`config.mk`:
```
export PLATFORM = sky130hd
export DESIGN_NAME = bcd_updown_counter
export DESIGN_NICKNAME = d
export VERILOG_FILES = /design/src/rtl/bcd_updown_counter_pkg.sv /design/src/rtl/bcd_updown_counter_bcd_digit.sv /design/src/rtl/bcd_updown_counter.sv
export SDC_FILE = /design/constraint.sdc
export NUM_CORES = 1
export LEC_CHECK = 0
export BUFFER_PORTS_ARGS = -buffer_cell sky130_fd_sc_hd__buf_2
export CORE_ASPECT_RATIO = 1.4
export CORE_MARGIN = 2
export CORE_UTILIZATION = 50
export CTS_CLUSTER_DIAMETER = 50
export DETAILED_ROUTE_END_ITERATION = 8
export PLACE_DENSITY = 0.8
export SYNTH_ARGS = -nofsm -noshare
export SYNTH_HDL_FRONTEND = slang
export SYNTH_SLANG_ARGS = --single-unit
```
`constraint.sdc`:
```
create_clock -name clk -period 3.5 [get_ports clk]
set_input_delay 0.175 -clock clk [delete_from_list [all_inputs] [get_ports clk]]
set_output_delay 0.175 -clock clk [all_outputs]
set_load 0.03 [all_outputs]
```
`src/rtl/bcd_updown_counter_pkg.sv`:
```
// Shared constants and helpers for the multi-digit BCD up/down counter.
// All digit arithmetic is done in 4-bit BCD with values restricted to 0..9.
package bcd_updown_counter_pkg;

  localparam int unsigned DIGIT_W = 4;
  localparam logic [DIGIT_W-1:0] BCD_MAX = 4'd9;
  localparam logic [DIGIT_W-1:0] BCD_MIN = 4'd0;

  typedef logic [DIGIT_W-1:0] bcd_digit_t;

  // Non-BCD codes (A..F) are clamped to 9 so q never holds an illegal digit.
  function automatic bcd_digit_t bcd_clamp(input bcd_digit_t val);
    return (val > BCD_MAX) ? BCD_MAX : val;
  endfunction

  function automatic logic bcd_is_bad(input bcd_digit_t val);
    return (val > BCD_MAX);
  endfunction

endpackage

```
`src/rtl/bcd_updown_counter_bcd_digit.sv`:
```
// One BCD digit of the cascaded counter: clear, clamped load, and a single
// increment/decrement step when its carry/borrow-in enable is high.
module bcd_digit
  import bcd_updown_counter_pkg::*;
(
  input  logic               clk,
  input  logic               rst,
  input  logic               clr,
  input  logic               ld,
  input  logic [DIGIT_W-1:0] ld_val,
  input  logic               cin_en,
  input  logic               up,
  output logic [DIGIT_W-1:0] digit,
  output logic               at_max,
  output logic               at_min
);

  bcd_digit_t digit_q;
  bcd_digit_t digit_d;

  assign at_max = (digit_q == BCD_MAX);
  assign at_min = (digit_q == BCD_MIN);
  assign digit  = digit_q;

  always_comb begin
    digit_d = digit_q;
    if (clr) begin
      digit_d = BCD_MIN;
    end else if (ld) begin
      digit_d = bcd_clamp(ld_val);
    end else if (cin_en) begin
      if (up) begin
        digit_d = at_max ? BCD_MIN : digit_q + 4'd1;
      end else begin
        digit_d = at_min ? BCD_MAX : digit_q - 4'd1;
      end
    end
  end

  always_ff @(posedge clk or negedge rst) begin
    if (!rst) begin
      digit_q <= BCD_MIN;
    end else begin
      digit_q <= digit_d;
    end
  end

endmodule

```
`src/rtl/bcd_updown_counter.sv`:
```
// Parametrised multi-digit BCD up/down counter with wrap or saturate at the
// terminal count, sticky overflow and a one-cycle bad-load indication.
module bcd_updown_counter
  import bcd_updown_counter_pkg::*;
#(
  parameter int DIGITS   = 2,
  parameter int SATURATE = 0
) (
  input  logic                      clk,
  input  logic                      rst,
  input  logic                      clr,
  input  logic                      load,
  input  logic [DIGIT_W*DIGITS-1:0] d,
  input  logic                      en,
  input  logic                      up,
  output logic [DIGIT_W*DIGITS-1:0] q,
  output logic                      tc,
  output logic                      ovf,
  output logic                      load_err
);

  localparam logic SAT_EN = (SATURATE != 0);

  logic [DIGITS:0]   term_chain;
  logic [DIGITS-1:0] cin_en;
  logic [DIGITS-1:0] at_max;
  logic [DIGITS-1:0] at_min;
  logic [DIGITS-1:0] ld_bad;
  logic              sat_hold;
  logic              any_bad;

  logic ovf_q;
  logic ovf_d;
  logic load_err_q;
  logic load_err_d;

  // term_chain[i] is high when counting is enabled and every digit below i
  // sits at its terminal value for the current direction.
  assign term_chain[0] = en;

  // In saturate mode the whole chain is frozen once the terminal state is hit.
  assign sat_hold = SAT_EN & term_chain[DIGITS];

  genvar gi;
  generate
    for (gi = 0; gi < DIGITS; gi++) begin : g_digit
      assign term_chain[gi+1] = term_chain[gi] & (up ? at_max[gi] : at_min[gi]);
      assign cin_en[gi]       = term_chain[gi] & ~sat_hold;
      assign ld_bad[gi]       = bcd_is_bad(d[gi*DIGIT_W +: DIGIT_W]);

      bcd_digit u_digit (
        .clk    (clk),
        .rst    (rst),
        .clr    (clr),
        .ld     (load),
        .ld_val (d[gi*DIGIT_W +: DIGIT_W]),
        .cin_en (cin_en[gi]),
        .up     (up),
        .digit  (q[gi*DIGIT_W +: DIGIT_W]),
        .at_max (at_max[gi]),
        .at_min (at_min[gi])
      );
    end
  endgenerate

  assign any_bad = |ld_bad;
  assign tc      = term_chain[DIGITS] & ~clr & ~load;

  always_comb begin
    ovf_d      = ovf_q;
    load_err_d = 1'b0;
    if (clr) begin
      ovf_d = 1'b0;
    end else if (load) begin
      load_err_d = any_bad;
    end else if (tc) begin
      ovf_d = 1'b1;
    end
  end

  always_ff @(posedge clk or negedge rst) begin
    if (!rst) begin
      ovf_q      <= 1'b0;
      load_err_q <= 1'b0;
    end else begin
      ovf_q      <= ovf_d;
      load_err_q <= load_err_d;
    end
  end

  assign ovf      = ovf_q;
  assign load_err = load_err_q;

endmodule
```
After elaboration in Yosys (flattened, before gate mapping) --
Index checks and enable logic that the tools add are counted.
Storage, ports and cells: output and inout port bits 11, input port bits 14, logic and storage cells 47, register bits after elaboration 10
Cells by class: add/subtract/negate cells 4, mux-type cells 21, bitwise gates (word level) 6, eq/ne operators 3, reductions and logical operators 7, order comparisons 2
Operators with widths (count):
- 2-to-1 mux 4 bit | 14
- adder 4 x 1 -> 4 bit (second input constant) | 2
- equality test 4 bit (second input constant) | 2
- greater-than comparator 4 bit (second input constant) | 2
- zero test 4 bit | 2
- subtractor 4 x 1 -> 4 bit (second input constant) | 2
- 2-to-1 mux 1 bit | 7
- nonzero test 3 bit | 2
- AND 1 bit | 4
- inequality test 2 bit (second input constant) | 1
- inverter 1 bit | 2
- AND reduction 2 bit | 1
- nonzero test 2 bit | 1
- OR reduction 2 bit | 1

Logic depth before layout (Yosys ltp) --
Gate-level depths: netlist of run 1.
depth in word-level cells 9, gate-level depth with buffers 6, depth with buffers taken out 6

By module --
Synthesis of run 1 repeated with hierarchy kept, for this count alone.
Second synthesis, totals: cell total of the unflattened synthesis 128, area total of the unflattened synthesis 1062.3 µm²
Modules (own cells, without submodules):
- bcd_digit | cells an instance 57, sequential area each 100.1 µm², times used 2, area an instance 464.2 µm²
- bcd_updown_counter | cells an instance 14, sequential area each 50.0 µm², times used 1, area an instance 133.9 µm²

Worst setup path after synthesis of run 1 --
Ideal clock, no wire load.
kind flip-flop to flip-flop, start register g_digit[0].u_digit.digit_q[0], end register ovf_q (netlist: ovf), clock period less this slack 2.512 ns, data arrival time 2.444 ns, data required time 3.432 ns, setup time 0.068 ns, slack 0.988 ns, stages on the path, launching flop included 7, path buffers 0, path through dfrtp_1 inv_1 ha_1 or3b_1 a211o_1 nor4_2 a21o_1
On the way: word-level cells in the longest chain between the ends 8, elaborated cells on any way between the ends 9, those cells by class eq/ne (1); mux (1); bitwise (4); reduce/logical (3)
Ends and longest elaborated chain:
- start: declaration | RTL line bcd_updown_counter_bcd_digit.sv:18 | bcd_digit_t digit_q;
- start signal: assignment | RTL line bcd_updown_counter_bcd_digit.sv:44 | digit_q <= digit_d;
- equality test 4 bit or zero test 4 bit (tied branches) | RTL line bcd_updown_counter_bcd_digit.sv:21, bcd_updown_counter_bcd_digit.sv:22
- 2-to-1 mux 1 bit (*) | RTL line bcd_updown_counter.sv:47 | assign term_chain[gi+1] = term_chain[gi] & (up ? at_max[gi] : at_min[gi]);
- AND 1 bit (*) (2 in series) | RTL line bcd_updown_counter.sv:47
- AND 1 bit (*) (2 in series) | RTL line bcd_updown_counter.sv:67 | assign tc = term_chain[DIGITS] & ~clr & ~load;
- via tc | RTL line bcd_updown_counter.sv:17 | output logic tc,
- nonzero test 2 bit (no source line) (*)
- AND reduction 2 bit (no source line) (*)
- end signal: assignment | RTL line bcd_updown_counter.sv:86 | ovf_q <= ovf_d;
- end: declaration | RTL line bcd_updown_counter.sv:32 | logic ovf_q;
Mark *: on every way through the listed nets, which the timed path passes. The rest lies on a longest branch. A chain may end at the register's enable or synchronous reset.

Worst setup path in the final report of run 1 --
start register g_digit[0].u_digit.digit_q[0], end output port tc
On the way: word-level cells in the longest chain between the ends 6, elaborated cells on any way between the ends 7, those cells by class eq/ne (1); mux (1); bitwise (4); reduce/logical (1)
Ends and longest elaborated chain (RTL line):
- equality test 4 bit or zero test 4 bit (tied branches) | bcd_updown_counter_bcd_digit.sv:21, bcd_updown_counter_bcd_digit.sv:22
- 2-to-1 mux 1 bit (*) | bcd_updown_counter.sv:47
- AND 1 bit (*) (2 in series) | bcd_updown_counter.sv:47
- AND 1 bit (*) (2 in series) | bcd_updown_counter.sv:67
- end: declaration | bcd_updown_counter.sv:17
Every way passes the cells marked *; elsewhere a longest branch is shown, timed or not.

==> impl_metrics.csv, run 1 <==
group,metric,value,unit
finish,final_net_count,155,
synthesis,synth_cell_type_count,44,
finish,fin_util,62.4,%
finish,multi_input_area,617,um^2
finish,sequential_cell_area_in_the_final_layout,250,um^2
critical_path,critical_path_class,"register to output pin",
global_routing,antenna_found_initial,0,
detailed_routing,wl_per_cell,15.7,um
cts,numCtsBuffers,3,
power_and_ir_drop,worst_ir_drop_vdd,0.238,mV
detailed_routing,detail_route.drc_violations,0,
run,maxCapViolCount,0,
synthesis,synthesis.instances,110,
sta,final_hold_viol_count,0,
min_path,hold_path_class,"input pin to register",
floorplan,die_w,40.6,um
synthesis,synth.largest_area_cell,"dfrtp_1",
synthesis,ys_async_sr_fraction,100,%
global_routing,grt_overflow,0,
sta,total_of_endpoints_with_negative_setup_slack_in_the_final_report,0,
detailed_routing,drt_first_pass_iters,4,
cts,insertion_delay,0.27,ns
cts,max-clock-path-buffers,2,
detailed_routing,detail_route.wirelength,2400,um
sta,slew_hr,72.6,%
cts,holdBufCountCts,1,
finish,fillers,166,
global_routing,grt_max_degree,20,
sta,final.period_utilization,74.5,%
floorplan,std_cell_rows,18,
detailed_routing,drt.antenna.violating_nets,0,
finish,finalInstanceArea,1100,um^2
synthesis,synth_enable_flop_cells,0,
place,dpl.hpwl,1840,um
floorplan,floorplan.io_pins,25,
detailed_routing,via_count,953,
global_routing,grt.total_usage,23.8,%
sta,setup_total_negative_slack,0,ns
floorplan,die_area,2240,um^2
synthesis,yosys.area.top_type_share,26.7,%
cts,post-cts-setup-buffer-count,0,
critical_path,start_kind,"register",
synthesis,synth.cell_area,937,um^2
synthesis,ys_dominant_reg_cell,"dfrtp_1",
sta,unrepaired_setup_endpoints_after_global_routing,"false",
synthesis,synth_area_per_cell,8.52,um^2
run_status,outcome,"finished, final reports clean",
critical_path,timing.critical_path.fanout_max,9,
floorplan,start_util,53.3,%
synthesis,ys_ff_latch,10,
sta,max_slew.worst_pin.slew,0.411,ns
cts,clk_pin_slew,0.08,ns
synthesis,syn-num-nets,131,
finish,num_antenna_cells,0,
finish,area_growth_syn_to_layout,17.0,%
cts,cts_tree,"built",
detailed_routing,drc_violation_total_after_the_first_tritonroute_iteration,24,
sta,timing.final.crit_period,2.61,ns
critical_path,endpoint_kind,"output pin",
synthesis,synth_top_cells_by_count,"dfrtp_1 (10), inv_1 (10), a21oi_1 (9)",
synthesis,yosys_warnings,0,
global_routing,first_pass_grt_wire_length,3710,um
cts,clock-root-buffer,"clkbuf_4",
detailed_routing,vias_per_cell,6.23,
critical_path,data_arrival_time_of_the_critical_path,2.43,ns
place,portBuffers,24,
power_and_ir_drop,powerDensity,360,nW/um^2
cts,post_cts_resize_count,0,
sta,timing.fmax,0.384,GHz
floorplan,die-height,55.2,um
cts,clock_tree.htree_level_count,1,
global_routing,grt_pass1_vias,863,
floorplan,fp.coreArea,1760,um^2
synthesis,post_synth_main_area_contributors,"dfrtp_1 (27%), ha_1 (9.3%), a21oi_1 (4.8%), inv_1 (4.0%), a211o_1 (3.7%)",
critical_path,timing.critical_path.required,3.32,ns
cts,cts_sinks,10,
finish,drive_gt1_share,27.1,%
place,globalplace.congestion,0.800,
synthesis,sequential_element_share_of_the_synthesized_area,26.7,%
sta,finClkSkew,0.00117,ns
place,placed_area,1050,um^2
sta,slew_violations,0,
power_and_ir_drop,p_leak,0.529,nW
cells by family after synthesis:
group	share of synthesized area, %
AO/OA/AOI/OAI	29.4
AND/OR/NAND/NOR	22.7
buffers and inverters	7.48
flip-flops	26.7
adder cells (fa/ha/maj)	9.35
multiplexers	4.41
flip-flops by register name (all words and copies together), names as in the netlist:
name / cells
ovf: 1
load_err: 1
g_digit.u_digit.digit: 8
where the power goes:
group | internal [W] | switching, W
Clock | 0.0000633 | 0.0000476
Sequential | 0.000125 | 0.0000207
Combinational | 0.0000572 | 0.0000814
through the flow:
step / hold slack, ns / total power (W) / cells / setup slack [ns]
floorplan: -0.121 / 0.000244 / 110 / 0.988
global placement: 0.0539 / 0.000278 / 148 / 1.26
detailed placement: 0.0553 / 0.000285 / 148 / 1.21
CTS: 0.171 / 0.000395 / 153 / 0.904
global route: 0.173 / 0.000418 / 153 / 0.735
finish: 0.172 / 0.000395 / 153 / 0.894
routing by layer:
metal  global-route usage, %  vias up  share of wire, %
met2                    43.3       25                56
met1                    23.8      459                39
met4                    10.0        0               2.1
li1                        -      463                 -
met5                       0        -                 0
met3                    4.02        6               3.3
worst max-delay path, cell delays in order (launching register included):
cell     delay, ns
dfrtp_1       0.46
inv_1         0.13
ha_1          0.27
or3b_1        0.37
a211o_1       0.36
nor4_2        0.32
buf_2         0.25
area by class of cell:
class | count | area share, %
Clock buffer | 4 | 3.31
Inverter | 10 | 3.42
Multi-Input combinational cell | 84 | 56.3
Sequential cell | 10 | 22.8
Timing Repair Buffer | 25 | 11.9
Tap cell | 20 | 2.28
cells in the final DEF, fill, tap and decap left out, types with 2 or more instances in the layout:
master,Yosys,final
a211oi_1,2,2
nand2b_1,2,2
dfrtp_1,10,10
mux2i_1,3,3
a32oi_1,2,2
a21oi_1,9,9
buf_2,2,24
nor2b_1,4,4
nor2_1,7,7
and2_1,2,2
inv_1,10,10
or4b_2,2,2
nand2_1,6,6
nand4b_1,2,2
a221oi_1,2,2
ha_1,7,7
a31oi_1,3,3
a211o_1,4,4
clkbuf_4,0,3
o21ai_0,4,4
final timing paths:
check	start	cells past startpoint	slack, ns	endpoint
worst max-delay path	g_digit[0].u_digit.digit[0]	6	0.89	tc
worst min-delay path	clr	2	0.17	g_digit[1].u_digit.digit[3]
worst max register to register	g_digit[0].u_digit.digit[0]	6	1.38	g_digit[1].u_digit.digit[3]
worst min register to register	ovf	1	0.48	ovf
max in group asynchronous	rst	2	2.99	g_digit[1].u_digit.digit[3]
min in group asynchronous	rst	2	0.31	ovf
Power figures use the tool's default switching activity.
==> run 2: changes to the inputs <==
Settings changed: CORE_UTILIZATION 50 to 46, PLACE_DENSITY 0.8 to 0.78.
Clock period 3.5 ns to 2.1 ns, I/O delays scaled along.
==> run 2 against run 1 <==
- non-clock buffer count grew 9
- cell area grew 9.2%
- clock skew grew 0.0035 ns
- combinational power grew 97%
- sequential share of layout area shrank 1.7 points
- via count grew 2.4%
- critical path type unchanged
- largest power group is now combinational cells
- highest routed layer unchanged
==> impl_metrics.csv, run 2 (synthesis gave the netlist of run 1 again) <==
group,metric,value,unit
run_status,outcome,"finished, final reports clean",
critical_path,start_kind,"register",
cts,clock-root-buffer,"clkbuf_4",
power_and_ir_drop,powerDensity,575,nW/um^2
floorplan,die-height,57.4,um
min_path,hold_path_class,"input pin to register",
power_and_ir_drop,worst_ir_drop_vdd,0.431,mV
detailed_routing,detail_route.wirelength,2420,um
place,numPlacedInstances,152,
place,dpl.hpwl,1760,um
floorplan,die_w,42.1,um
global_routing,first_pass_grt_wire_length,3930,um
finish,mostFrequentLayoutCells,"buf_2 (23), a21oi_1 (9), buf_4 (9)",
detailed_routing,drc_violation_total_after_the_first_tritonroute_iteration,13,
finish,area_growth_syn_to_layout,27.8,%
power_and_ir_drop,p_leak,0.575,nW
cts,cts_tree,"built",
cts,clock_tree.htree_level_count,1,
floorplan,fp.coreArea,1950,um^2
cts,numCtsBuffers,3,
detailed_routing,wl_per_cell,14.9,um
floorplan,floorplan.io_pins,25,
detailed_routing,vias_per_cell,5.99,
finish,drive_gt1_share,35.2,%
detailed_routing,detail_route.drc_violations,0,
place,globalplace.congestion,0.911,
sta,final_hold_viol_count,0,
critical_path,critical_path_class,"register to output pin",
cts,insertion_delay,0.27,ns
critical_path,timing.critical_path.fanout_max,3,
sta,timing.final.crit_period,2.04,ns
finish,fillers,171,
sta,unrepaired_setup_endpoints_after_global_routing,"true",
sta,finClkSkew,0.00465,ns
global_routing,grt_pass1_vias,892,
global_routing,grt_overflow,0,
finish,number_of_flip_flops_under_the_largest_register_name,8,
finish,final_net_count,164,
place,portBuffers,24,
sta,total_of_endpoints_with_negative_setup_slack_in_the_final_report,0,
critical_path,data_arrival_time_of_the_critical_path,1.94,ns
detailed_routing,drt.antenna.violating_nets,0,
detailed_routing,drt_first_pass_iters,4,
global_routing,antenna_found_initial,0,
global_routing,grt.total_usage,20.7,%
finish,final_cell_count_no_fill,163,
sta,timing.fmax,0.490,GHz
critical_path,timing.critical_path.required,2.00,ns
sta,slew_violations,0,
floorplan,std_cell_rows,19,
finish,leading_cell_type_in_the_layout_fill_and_taps_excluded,"buf_2",
power_and_ir_drop,total_chip_power,0.000688,W
sta,max_slew.worst_pin.slew,0.372,ns
run,maxCapViolCount,0,
floorplan,start_util,48.1,%
cts,cts_sinks,10,
cts,clk_pin_slew,0.07,ns
finish,sequential_cell_area_in_the_final_layout,253,um^2
floorplan,die_area,2420,um^2
sta,slew_hr,74.9,%
cts,max-clock-path-buffers,2,
finish,multi_input_area,638,um^2
finish,num_antenna_cells,0,
critical_path,endpoint_kind,"output pin",
sta,final.period_utilization,97.2,%
global_routing,grt_max_degree,20,
detailed_routing,via_count,976,
-- run 2: cell count changes in the layout (fill, tap and decap cells not counted), moves of 2 or more --
cell and change:
buf_4 +9, dfrtp_2 +2, dfrtp_1 -2, inv_1 -2
-- run 2: worst max-delay path, cell delays in order, from the launching register on --
cell     delay (ns)
dfrtp_2        0.42
inv_4          0.08
ha_4           0.14
or3b_1         0.35
a211o_1        0.32
nor4_4         0.17
buf_4          0.20
-- run 2: path summary, 6_finish.rpt --
| kind | startpoint | end | slack, ns | cells past startpoint |
|---|---|---|---|---|
| hold reg to reg | ovf | ovf | 0.49 | 1 |
| setup / recovery | g_digit[0].u_digit.digit[0] | tc | 0.06 | 6 |
| setup reg to reg | g_digit[0].u_digit.digit[0] | g_digit[1].u_digit.digit[3] | 0.10 | 7 |
| hold / removal | d[1] | g_digit[0].u_digit.digit[1] | 0.11 | 3 |
| min in group asynchronous | rst | g_digit[1].u_digit.digit[3] | 0.24 | 2 |
| max in group asynchronous | rst | g_digit[0].u_digit.digit[0] | 1.63 | 2 |
-- run 2: layer usage --
metal,track usage [%],wire [um]
met1,22.4,990
met2,40.6,1330
met3,2.85,67
met4,6.70,40
met5,0,0
-- run 2: power by group --
group,internal [W],switching (W),total (W)
logic,0.000119,0.000155,0.000274
registers,0.000209,0.0000264,0.000235
clock network,0.000105,0.0000732,0.000178
total,0.000433,0.000255,0.000688
-- run 2: stage by stage --
stage	area [um^2]	setup TNS (ns)	hold WS (ns)	setup slack (ns)	utilization (%)
2_1_floorplan	951	0	-0.191	0.0225	-
3_3_place_gp	1090	0	-0.0173	0.155	55.8
3_5_place_dp	1090	0	-0.0141	0.0635	55.8
4_1_cts	1160	0	0.117	0.0102	59.6
5_1_grt	1200	-0.0295	0.121	-0.0227	61.4
6_report	1200	0	0.109	0.0591	61.4
-- run 2: layout make-up --
type,instances,area share [%]
multi-input combinational,84,53.3
sequential,10,21.1
timing repair buffer,34,17.0
tap,21,2.19
inverter,10,3.34
clock buffer,4,3.03
-- run 2: timing repair --
action | 4_1_cts | 5_1_grt
endpoints found under the hold margin | 10 | 0
buffers inserted | 2 | 4
setup endpoints to repair | 1 | 2
pin swaps | 1 | 2
hold buffers | 1 | 0
resized for setup | 4 | 2
==> run 3: changes to the inputs <==
Settings changed: BUFFER_PORTS_ARGS -buffer_cell sky130_fd_sc_hd__buf_2 to default, CORE_UTILIZATION 46 to 50, DONT_BUFFER_PORTS from default to 1, PLACE_DENSITY 0.78 to 0.72.
==> run 3 against run 2 <==
- total power decreased by 4.0%
- largest cell class unchanged
- routed wire length up 5.5%
- critical endpoint unchanged
- cell area shrank 6.9%
- critical path type unchanged
- sequential power fell by 5%
- clock power about the same
- non-clock buffer count down 19
- sequential share of layout area is 1.6 points higher
- highest routed layer unchanged
- setup slack got worse by 0.050 ns
- critical path depth did not move
- global-route usage is 4.8 points higher
==> impl_metrics.csv, run 3 (synthesis gave the netlist of run 1 again) <==
group,metric,value,unit
sta,finClkSkew,0.00297,ns
detailed_routing,drt_first_pass_iters,4,
run,maxCapViolCount,0,
detailed_routing,drc_violation_total_after_the_first_tritonroute_iteration,23,
floorplan,die_area,2240,um^2
cts,max-clock-path-buffers,2,
place,globalplace.congestion,0.816,
detailed_routing,wl_per_cell,17.9,um
cts,clock-root-buffer,"clkbuf_4",
global_routing,grt_max_degree,20,
detailed_routing,drt.antenna.violating_nets,0,
detailed_routing,detail_route.drc_violations,0,
power_and_ir_drop,worst_ir_drop_vdd,0.393,mV
place,portBuffers,0,
global_routing,antenna_found_initial,0,
finish,num_antenna_cells,0,
floorplan,fp.coreArea,1760,um^2
finish,number_of_flip_flops_under_the_largest_register_name,8,
floorplan,floorplan.io_pins,25,
critical_path,register_to_register_setup_slack,0.12,ns
min_path,hold_path_class,"input pin to register",
critical_path,endpoint_kind,"output pin",
cts,numCtsBuffers,3,
detailed_routing,via_count,907,
finish,drive_gt1_share,22.0,%
global_routing,first_pass_grt_wire_length,4030,um
place,pre_cts_ws,0.147,ns
critical_path,data_arrival_time_of_the_critical_path,1.99,ns
cts,cts_tree,"built",
floorplan,die-height,55.2,um
sta,timing.fmax,0.478,GHz
floorplan,start_util,53.3,%
sta,final.period_utilization,99.6,%
sta,final.setup.worst_slack,0.00895,ns
critical_path,critical_path.startpoint,"g_digit[0].u_digit.digit[1]",
sta,slew_violations,0,
critical_path,timing.critical_path.fanout_max,7,
finish,area_growth_syn_to_layout,19.0,%
global_routing,grt_pass1_vias,956,
sta,slew_hr,67.7,%
place,dpl.hpwl,1840,um
finish,final_net_count,145,
critical_path,critical_path_class,"register to output pin",
critical_path,setup.worst_path.end,"tc",
floorplan,std_cell_rows,18,
finish,leading_cell_type_in_the_layout_fill_and_taps_excluded,"buf_4",
sta,unrepaired_setup_endpoints_after_global_routing,"true",
place,placed_area,1010,um^2
critical_path,regToRegEndpoint,"g_digit[1].u_digit.digit[3]",
critical_path,start_kind,"register",
finish,mostFrequentLayoutCells,"buf_4 (10), a21oi_1 (9), inv_1 (8), dfrtp_1 (8), nor2_1 (7)",
cts,clock_tree.htree_level_count,1,
sta,final_hold_viol_count,0,
global_routing,grt_overflow,0,
power_and_ir_drop,p_leak,0.491,nW
power_and_ir_drop,powerDensity,592,nW/um^2
finish,finalInstanceArea,1110,um^2
critical_path,rr_startpoint,"g_digit[0].u_digit.digit[1]",
cts,clk_pin_slew,0.07,ns
detailed_routing,vias_per_cell,6.34,
critical_path,rr_worst_depth,7,
detailed_routing,detail_route.wirelength,2560,um
cts,cts_sinks,10,
floorplan,die_w,40.6,um
sta,timing.final.crit_period,2.09,ns
run_status,outcome,"finished, final reports clean",
global_routing,grt.total_usage,25.5,%
sta,total_of_endpoints_with_negative_setup_slack_in_the_final_report,0,
finish,fin_util,63.5,%
cts,insertion_delay,0.27,ns
critical_path,timing.critical_path.required,2.00,ns
sta,max_slew.worst_pin.slew,0.483,ns
run 3: cell type report:
cell class | count | area [um^2]
inverters | 10 | 37.5
flip-flops and latches | 10 | 253
repair buffers | 15 | 125
clock buffers | 4 | 36.3
well taps | 20 | 25.0
multi-input cells | 84 | 638
fillers | 152 | 642
run 3: repair_timing:
item / CTS / global route
buffers inserted: 1 / 0
endpoints found under the hold margin: 16 / 0
hold buffers: 5 / 0
pin swaps: 1 / 1
endpoints found under the setup margin: 1 / 1
gates resized for setup: 3 / 0
run 3: per-stage QoR:
step,hold WS (ns),instances,TNS (ns),power (W)
floorplan,-0.191,110,0,0.000411
global placement,-0.190,133,0,0.000453
detailed placement,-0.190,133,0,0.000460
CTS,0.00139,143,-0.0107,0.000664
global route,0.0172,143,-0.0453,0.000693
finish,0.0141,143,0,0.000661
run 3: power breakdown:
part	switching (W)	leakage, nW	total, W	internal, W
logic	0.000150	0.342	0.000255	0.000105
clock network	0.0000760	0.0210	0.000181	0.000105
registers	0.0000151	0.128	0.000224	0.000209
total	0.000241	0.491	0.000661	0.000419
run 3: worst min path at each step:
stage	startpoint	end	slack, ns	depth (start not counted)
global route	load	g_digit[0].u_digit.digit[1]	0.02	2
CTS	d[2]	g_digit[0].u_digit.digit[2]	0.001	2
finish	load	g_digit[0].u_digit.digit[1]	0.01	2
floorplan	rst	g_digit[0].u_digit.digit[0]	-0.19	0
detailed placement	rst	g_digit[1].u_digit.digit[2]	-0.19	0
global placement	rst	load_err	-0.19	0
run 3: metal layers:
layer | track usage [%] | wire length [um]
met3 | 4.82 | 89
met2 | 47.4 | 1520
met4 | 12.4 | 70
met5 | 0 | 0
met1 | 23.1 | 881
run 3: worst max-delay path, cell delays in order (launching register included):
cell and delay (ns):
dfrtp_2 0.41, inv_2 0.09, ha_4 0.16, or3b_1 0.35, a211o_1 0.31, nor4_4 0.18
buf_4 0.21
